`config.mk`:
```
export PLATFORM = sky130hd
export DESIGN_NAME = ixc_skid_32
export DESIGN_NICKNAME = d
export VERILOG_FILES = /design/src/rtl/ixc_pkg.sv /design/src/rtl/ixc_skid_32.sv
export SDC_FILE = /design/constraint.sdc
export NUM_CORES = 1
export LEC_CHECK = 0
export CAP_MARGIN = 20
export CORE_MARGIN = 5
export CORE_UTILIZATION = 45
export DETAILED_ROUTE_END_ITERATION = 10
export HOLD_SLACK_MARGIN = 0.06
export PLACE_DENSITY_LB_ADDON = 0.2
export SYNTH_ARGS = -nofsm -noshare
export SYNTH_HDL_FRONTEND = slang
export SYNTH_SLANG_ARGS = --single-unit
```
`constraint.sdc`:
```
create_clock -name clk -period 1.4 [get_ports clk]
set_input_delay 0.28 -clock clk [delete_from_list [all_inputs] [get_ports clk]]
set_output_delay 0.28 -clock clk [all_outputs]
set_load 0.02 [all_outputs]
```
`src/rtl/ixc_pkg.sv`:
```
// Shared definitions for the ixc datapath blocks: word width, counter width and skid FSM states.
package ixc_pkg;

  localparam int unsigned WORD_W = 32;
  localparam int unsigned CNT_W  = 16;

  typedef logic [WORD_W-1:0] word_t;

  typedef enum logic [1:0] {
    ST_EMPTY = 2'd0,
    ST_BUSY  = 2'd1,
    ST_FULL  = 2'd2
  } skid_state_e;

endpackage

```
`src/rtl/ixc_skid_32.sv`:
```
// Two-entry skid buffer feeding the 32-bit assign stage; one cycle latency when empty, full rate.
// in_ready/out_valid come straight from flops, so ready and valid never form combinational paths.
module ixc_skid_32
  import ixc_pkg::*;
#(
  parameter logic [WORD_W-1:0] RST_DATA = 32'h0000_0000
) (
  input  logic              clk,
  input  logic              rst_n,
  input  logic              in_valid,
  output logic              in_ready,
  input  logic [WORD_W-1:0] in_data,
  output logic              out_valid,
  input  logic              out_ready,
  output logic [WORD_W-1:0] out_data,
  output logic [CNT_W-1:0]  xfer_cnt
);

  skid_state_e       state_q;
  logic [WORD_W-1:0] main_q;
  logic [WORD_W-1:0] skid_q;
  logic [CNT_W-1:0]  cnt_q;
  logic              in_ready_q;
  logic              out_valid_q;

  logic accept;
  logic xfer;

  assign accept = in_valid & in_ready_q;
  assign xfer   = out_valid_q & out_ready;

  // Handshake flags are updated alongside the state so they always match it.
  always_ff @(posedge clk) begin
    if (!rst_n) begin
      state_q     <= ST_EMPTY;
      main_q      <= RST_DATA;
      skid_q      <= RST_DATA;
      cnt_q       <= '0;
      in_ready_q  <= 1'b1;
      out_valid_q <= 1'b0;
    end else begin
      if (xfer) begin
        cnt_q <= cnt_q + CNT_W'(1);
      end
      case (state_q)
        ST_EMPTY: begin
          if (accept) begin
            state_q     <= ST_BUSY;
            main_q      <= in_data;
            out_valid_q <= 1'b1;
          end
        end
        ST_BUSY: begin
          if (accept && xfer) begin
            main_q <= in_data;
          end else if (accept) begin
            state_q    <= ST_FULL;
            skid_q     <= in_data;
            in_ready_q <= 1'b0;
          end else if (xfer) begin
            state_q     <= ST_EMPTY;
            out_valid_q <= 1'b0;
          end
        end
        ST_FULL: begin
          if (xfer) begin
            state_q    <= ST_BUSY;
            main_q     <= skid_q;
            in_ready_q <= 1'b1;
          end
        end
        default: begin
          state_q     <= ST_EMPTY;
          in_ready_q  <= 1'b1;
          out_valid_q <= 1'b0;
        end
      endcase
    end
  end

  assign in_ready  = in_ready_q;
  assign out_valid = out_valid_q;
  assign out_data  = main_q;
  assign xfer_cnt  = cnt_q;

endmodule
```
==> results of run 1 <==
critical path, cell delays in order (launching register included):
cell	delay, ns
dfxtp_2	0.33
a21boi_4	0.15
buf_6	0.14
o32ai_4	0.23
buf_6	0.20
clkbuf_16	0.18
nand2_2	0.05
o211a_1	0.12
where the power goes:
group / internal (mW) / switching, mW
combinational: 0.727 / 0.744
sequential: 2.58 / 0.105
clock: 0.746 / 0.847
layout by cell type, fill, tap and decap left out, types with 6 or more instances in the layout:
cell type and instances:
xnor2_1 8, buf_12 7, dfxtp_2 8, mux2i_1 35, clkbuf_2 6, buf_4 23
a21boi_1 26, buf_6 7, dlygate4sd2_1 41, dfxtp_1 73, o211a_1 32, nand2_1 81
nand2_2 15, nand2_4 14, clkbuf_8 9, clkdlybuf4s50_1 32, and2_1 13, a21boi_2 6
sequential cells by signal, summed over array words and instances (netlist names):
| signal | flops |
|---|---|
| skid_q | 32 |
| xfer_cnt | 16 |
| in_ready | 1 |
| out_data | 32 |
| out_valid | 1 |
| state_q | 2 |
area by class of cell:
type / count / area [µm²] / area share [%]
Clock buffer: 12 / 156 / 2.91
Clock inverter: 3 / 21.3 / 0.395
Inverter: 3 / 11.3 / 0.209
Multi-Input combinational cell: 278 / 2080 / 38.6
Sequential cell: 84 / 1700 / 31.6
Tap cell: 105 / 131 / 2.44
Timing Repair Buffer: 127 / 1280 / 23.8
per-stage QoR:
| step | hold WS, ns | setup slack, ns | cell area, µm² | power, mW | TNS (ns) |
|---|---|---|---|---|---|
| after floorplan | 0.415 | -0.0334 | 3720 | 3.46 | -0.0778 |
| after global placement | 0.439 | -0.488 | 4770 | 3.98 | -34.96 |
| after detailed placement | 0.448 | -0.546 | 4770 | 4.00 | -36.64 |
| after CTS | 0.381 | -0.0834 | 5090 | 5.61 | -1.94 |
| after global routing | 0.407 | -0.146 | 5380 | 6.02 | -5.89 |
| final | 0.400 | -0.0985 | 5380 | 5.75 | -2.50 |
metal layers:
metal  GRT usage [%]  vias up  share of wire (%)
met5               0        -                  0
met4            4.97        0               0.98
met3            4.71        8                5.3
met2            29.4       70                 50
met1            21.8     1572                 44
li1                -     1563                  -
cells by family after synthesis:
kind of cell,Yosys count,share of synthesized area (%)
AND/OR/NAND/NOR,155,18.9
flip-flops,84,45.6
AO/OA/AOI/OAI,74,17.8
multiplexers,35,9.49
buffers and inverters,30,4.85
XOR/XNOR,13,3.08
adder cells (fa/ha/maj),1,0.339
timing repair:
| item | CTS | global route |
|---|---|---|
| gates resized for setup | 85 | 90 |
| pin swaps | 6 | 20 |
| buffers inserted | 10 | 5 |
| endpoints found under the setup margin | 122 | 79 |
| gates cloned | 2 | 4 |
worst paths after layout:
kind | start | to
worst max-delay path | state_q[0] | out_data[17]
worst min-delay path | rst_n | in_ready
worst max register to register | state_q[0] | out_data[17]
worst min register to register | skid_q[15] | skid_q[15]
==> summary.md, run 1 <==
| Metric | Value |
|---|---|
| Max-slew violations | `0` |
| CTS H-tree depth | `3` |
| Slew headroom | `78.6%` |
| Post-route ant nets | `0` |
| FILL cells | `701` |
| HPWL after DPL | `5460 µm` |
| Area grow syn2layout | `45.8%` |
| Hold/Removal Path Class | `in2reg` |
| Cell Pwr Density | `1070 nW/µm²` |
| Register area share after synthesis | `45.6%` |
| Ant diodes | `0` |
| Setup crit start kind | `flip-flop` |
| Final min period | `1.50 ns` |
| Vias | `3213` |
| Initial antenna violation count | `0` |
| Crit Path Category | `reg2reg` |
| Area contributors post-synth | `dfxtp_1 (46%), nand2_1 (11%), mux2i_1 (9.5%)` |
| Pleak | `2.77 nW` |
| Worst Path Required | `1.63 ns` |
| Mapped Cells | `392` |
| Top-area cell type share of the netlist area | `45.6%` |
| Pre-Repair DR Iteration Count | `4` |
| Post-Synthesis Cell Area | `3690 µm²` |
| Crit end category | `flip-flop` |
| EDFF count, synth | `0` |
| Initial Utilization | `45.6%` |
| Placed cell count | `578` |
| Slew @ Worst Pin | `0.321 ns` |
| Failing checks | `negative setup slack` |
| Die width | `101 µm` |
| Nets | `540` |
| Max Cap Viol | `0` |
| Post-synth ARST share | `0%` |
| Clock transition at path regs | `0.08 ns` |
| Input/output buffers | `85` |
| Clock sink count | `84` |
| Root buf cell | `clkbuf_8` |
| First-iteration detailed-routing DRC count | `87` |
| RSZ-0062 raised after global routing | `true` |
| Hold depth | `3` |
| Cell variety after synth | `37` |
| Bufs on Longest Clock Path | `2` |
| Post-route insts no fill | `612` |
| Avg Inst Size Synth | `9.42 µm²` |
| Global router's overall resource usage | `17.4%` |
| Post-DR vias/cell | `5.25` |
| Top-count cell post-synth | `nand2_1` |
| Setup slack, reg-to-reg | `-0.1 ns` |
| CP Max Fanout | `8` |
| Worst-Skew Late Latency | `0.34 ns` |
| Vias in the first global route | `2992` |
| Post-cts hold buffer count | `0` |
| Gr ovfl total | `0` |
| Share of layout cells above drive strength 1 | `24.7%` |
| WL/cell | `15.6 µm` |
| Global-route wire length before repair | `14200 µm` |
| DRC errors left | `0` |
| Number of CTS-inserted buffers | `9` |
| Cell taking the most area after synthesis | `dfxtp_1` |
| Worst VDD drop | `757 µV` |
| Final setup viols | `39` |
| CTS tree | `done` |
| Final GP Congestion | `0.703` |
| Post-synth top cells | `nand2_1 (110), dfxtp_1 (84), mux2i_1 (35)` |
| Core Box Area | `8090 µm²` |
| Warnings from Yosys | `0` |
| Worst Skew | `0.0159 ns` |
| IO Count | `86` |
| Final WS setup | `-0.0985 ns` |
| Largest net degree at the start of global routing | `87` |
| Die area | `10100 µm²` |
| Synth Register Bits | `84` |
| Final core utilization | `66.5%` |
| Row count | `33` |
| Final hold violations | `0` |
| CP Data Arrival Time | `1.73 ns` |
| Ys flop type | `dfxtp_1` |
| Syn Nets | `429` |
| Final WL | `9530 µm` |
| Register-to-Register Path Depth | `7` |
| Outcome | `complete, but fails checks` |
| Crit share post-route | `107%` |
| Die Y-Extent | `101 µm` |
| Max Clk Rate | `667 MHz` |
No activity file was read; power rests on OpenSTA's default activity.
==> inputs of run 2 (changes only) <==
PLACE_DENSITY = 0.77   (was not set)
PLACE_DENSITY_LB_ADDON = not set   (was 0.2)
==> run 2 against run 1 <==
- register-to-register slack improved by 0.05 ns
- clock skew decreased by 0.0019 ns
- sequential power about the same
- worst setup slack improved by 0.047 ns
- wire length decreased by 3.7%
- the flow still finishes with violations (negative setup slack)
- sequential share of layout area increased by 1.2 points
- cell count decreased by 0.98%
- count of clock-buffer cells in the layout decreased by 1
- flip-flop and latch count unchanged
- via count decreased by 2.3%
- first-iteration DRC count increased by 48%
- non-clock buffer count decreased by 7
==> summary.md, run 2 (synthesis gave the netlist of run 1 again) <==
| Metric | Value |
|---|---|
| Setup crit start | `xfer_cnt[0] (was state_q[0])` |
| Final setup viols | `1 (was 39)` |
| Max Cap Viol | `0 (unchanged)` |
| Final min period | `1.45 ns (was 1.50 ns)` |
| Max-slew violations | `0 (unchanged)` |
| Critical path, cell by cell | `ha_4 > nand4_1 > nor4_2 > xor2_1 > and2_1 (was a21boi_4 > buf_6 > o32ai_4 > buf_6 > clkbuf_16 > nand2_2 > o211a_1)` |
| Pint | `4.31 mW (was 4.05 mW)` |
| Crit Path Category | `reg2reg (unchanged)` |
| Cell Pwr Density | `1150 nW/µm² (was 1070 nW/µm²)` |
| Net Sw Frac | `27.3% (was 29.5%)` |
| Area grow syn2layout | `40.3% (was 45.8%)` |
| Post-route insts no fill | `606 (was 612)` |
| Crit path max-delay cell type | `nor4_2 (was dfxtp_2)` |
| Slew headroom | `79.8% (was 78.6%)` |
| RSZ-0062 raised after global routing | `true (unchanged)` |
| DRC errors left | `0 (unchanged)` |
| Worst Path Required | `1.63 ns (about the same)` |
| Slew @ Worst Pin | `0.302 ns (was 0.321 ns)` |
| First-iteration detailed-routing DRC count | `129 (was 87)` |
| Nets | `533 (was 540)` |
| Post-route ant nets | `0 (unchanged)` |
| Die Y-Extent | `101 µm (unchanged)` |
| Initial antenna violation count | `0 (unchanged)` |
| Final GP Congestion | `0.740 (was 0.703)` |
| Global router's overall resource usage | `16.8% (was 17.4%)` |
| Buf+Inv Stages, Crit Path | `0 (was 3)` |
| Setup TNS | `-0.0517 ns (was -2.50 ns)` |
| RR Startpoint | `xfer_cnt[0] (was state_q[0])` |
| HPWL after DPL | `5850 µm (was 5460 µm)` |
| Number of CTS-inserted buffers | `9 (unchanged)` |
| Worst Skew | `0.0140 ns (was 0.0159 ns)` |
| Clock share of power | `33.0% (was 27.7%)` |
| Share of layout cells above drive strength 1 | `16.4% (was 24.7%)` |
| Hold WS | `0.268 ns (was 0.400 ns)` |
| Clock sink count | `84 (unchanged)` |
| Input/output buffers | `85 (unchanged)` |
| Commonest non-fill, non-tap cell in the layout | `nand2_1 (unchanged)` |
| CTS H-tree depth | `3 (unchanged)` |
| Row count | `33 (unchanged)` |
| Setup crit start kind | `flip-flop (unchanged)` |
| Outcome | `complete, but fails checks (unchanged)` |
| Total chip power | `5.93 mW (was 5.75 mW)` |
| Root buf cell | `clkbuf_8 (unchanged)` |
| Worst-Skew Late Latency | `0.34 ns (about the same)` |
| Failing checks | `negative setup slack (unchanged)` |
| Crit end category | `flip-flop (unchanged)` |
| Setup WS pre-CTS | `-0.545 ns (was -0.546 ns)` |
| Hold_sp | `rst_n (unchanged)` |
| Post-DR vias/cell | `5.18 (was 5.25)` |
| Final WS setup | `-0.0517 ns (was -0.0985 ns)` |
| Ant diodes | `0 (unchanged)` |
| CTS tree | `done (unchanged)` |
| Die area | `10100 µm² (unchanged)` |
| Max Clk Rate | `689 MHz (was 667 MHz)` |
| Crit share post-route | `104% (was 107%)` |
| P_sw | `1.62 mW (was 1.70 mW)` |
| IO Count | `86 (unchanged)` |
| Final WL | `9180 µm (was 9530 µm)` |
| Core Box Area | `8090 µm² (unchanged)` |
| Most frequent cells in the layout | `nand2_1 (108), dfxtp_1 (74), dlygate4sd2_1 (42), mux2i_1 (35) (was nand2_1 (81), dfxtp_1 (73), dlygate4sd2_1 (41), mux2i_1 (35))` |
| CP Data Arrival Time | `1.68 ns (was 1.73 ns)` |
| Global-route wire length before repair | `14000 µm (was 14200 µm)` |
| Placed cell count | `576 (was 578)` |
| Worst VDD drop | `962 µV (was 757 µV)` |
| Die width | `101 µm (unchanged)` |
| Gr ovfl total | `0 (unchanged)` |
| Cell family with most CP delay | `simple AND/OR/NAND/NOR gates (was buffers and inverters)` |
| Initial Utilization | `45.6% (unchanged)` |
| Logic gate share of total power | `21.6% (was 25.6%)` |
| Vias in the first global route | `2990 (was 2992)` |
| Worst path max stage delay | `0.38 ns (was 0.33 ns)` |
| CP Max Fanout | `4 (was 8)` |
| Clock transition at path regs | `0.08 ns (about the same)` |
| WL/cell | `15.1 µm (was 15.6 µm)` |
| Pre-Repair DR Iteration Count | `4 (unchanged)` |
| Bufs on Longest Clock Path | `2 (unchanged)` |
| Pleak | `2.63 nW (was 2.77 nW)` |
| Seq pwr share | `45.4% (was 46.7%)` |
| Largest net degree at the start of global routing | `39 (was 87)` |
| Vias | `3138 (was 3213)` |
| Final hold violations | `0 (unchanged)` |
| Hold/Removal Path Class | `in2reg (unchanged)` |
| Setup slack, reg-to-reg | `-0.05 ns (was -0.1 ns)` |
==> run 2: changes by cell type in the layout (fill, tap and decap cells not counted), sizes merged <==
cell           before  now
clkinv              2    1
buf                40   32
inv                 3    4
clkbuf             22   18
dlygate4sd2        41   42
clkdlybuf4s15       4    6
dlymetal6s2s        0    1
bufinv              0    2
==> run 2: path summary, 6_finish.rpt <==
path,depth (start not counted),end
worst min register to register,2,skid_q[0]
worst min-delay path,2,in_ready
worst max register to register,5,xfer_cnt[12]
worst max-delay path,5,xfer_cnt[12]
==> run 2: repair_timing <==
item	CTS	global route
gates cloned	2	5
hold buffers	0	0
gates resized for setup	64	47
setup endpoints to repair	124	77
setup buffers	1	6
pin swaps	5	13
==> run 2: layout make-up <==
| type | count | area, µm² |
|---|---|---|
| repair buffers | 120 | 1190 |
| well taps | 105 | 131 |
| multi-input cells | 278 | 1910 |
| inverters | 3 | 11.3 |
| clock buffers | 11 | 151 |
| fillers | 696 | 2920 |
| flip-flops and latches | 84 | 1700 |
| clock inverters | 5 | 81.3 |
==> run 2: worst reg2reg max path, delay by kind of cell (launching register included) <==
family | cells | cell delay, ns
xor+xnor | 1 | 0.10
flops | 1 | 0.35
simple gates | 3 | 0.76
fa+ha+maj | 1 | 0.13
==> run 2: metal layers <==
| layer | track usage [%] | vias up | wire [µm] |
|---|---|---|---|
| li1 | - | 1547 | - |
| met1 | 21.4 | 1506 | 4240 |
| met2 | 28.5 | 79 | 4390 |
| met3 | 4.64 | 6 | 489 |
| met4 | 3.63 | 0 | 57 |
| met5 | 0 | - | 0 |
==> run 2: power groups by stage <==
stage / Sequential, mW / Clock [mW] / Combinational, mW
final: 2.69 / 1.96 / 1.28
after global routing: 2.71 / 2.11 / 1.39
after CTS: 2.69 / 2.00 / 1.19
after detailed placement: 2.75 / 0 / 1.23
after global placement: 2.74 / 0 / 1.21
after floorplan: 2.90 / 0 / 0.563
==> run 2: through the flow <==
| stage | util [%] | cell area, µm² |
|---|---|---|
| CTS | 61.2 | 4960 |
| finish | 64.0 | 5180 |
| floorplan | - | 3720 |
| global route | 64.0 | 5180 |
| detailed placement | 58.5 | 4730 |
| global placement | 58.5 | 4730 |
==> inputs of run 3 (changes only) <==
SLEW_MARGIN = 20   (was not set)
==> results of run 3 <==
The final DEF is identical to that of run 2; final timing and power are the same.
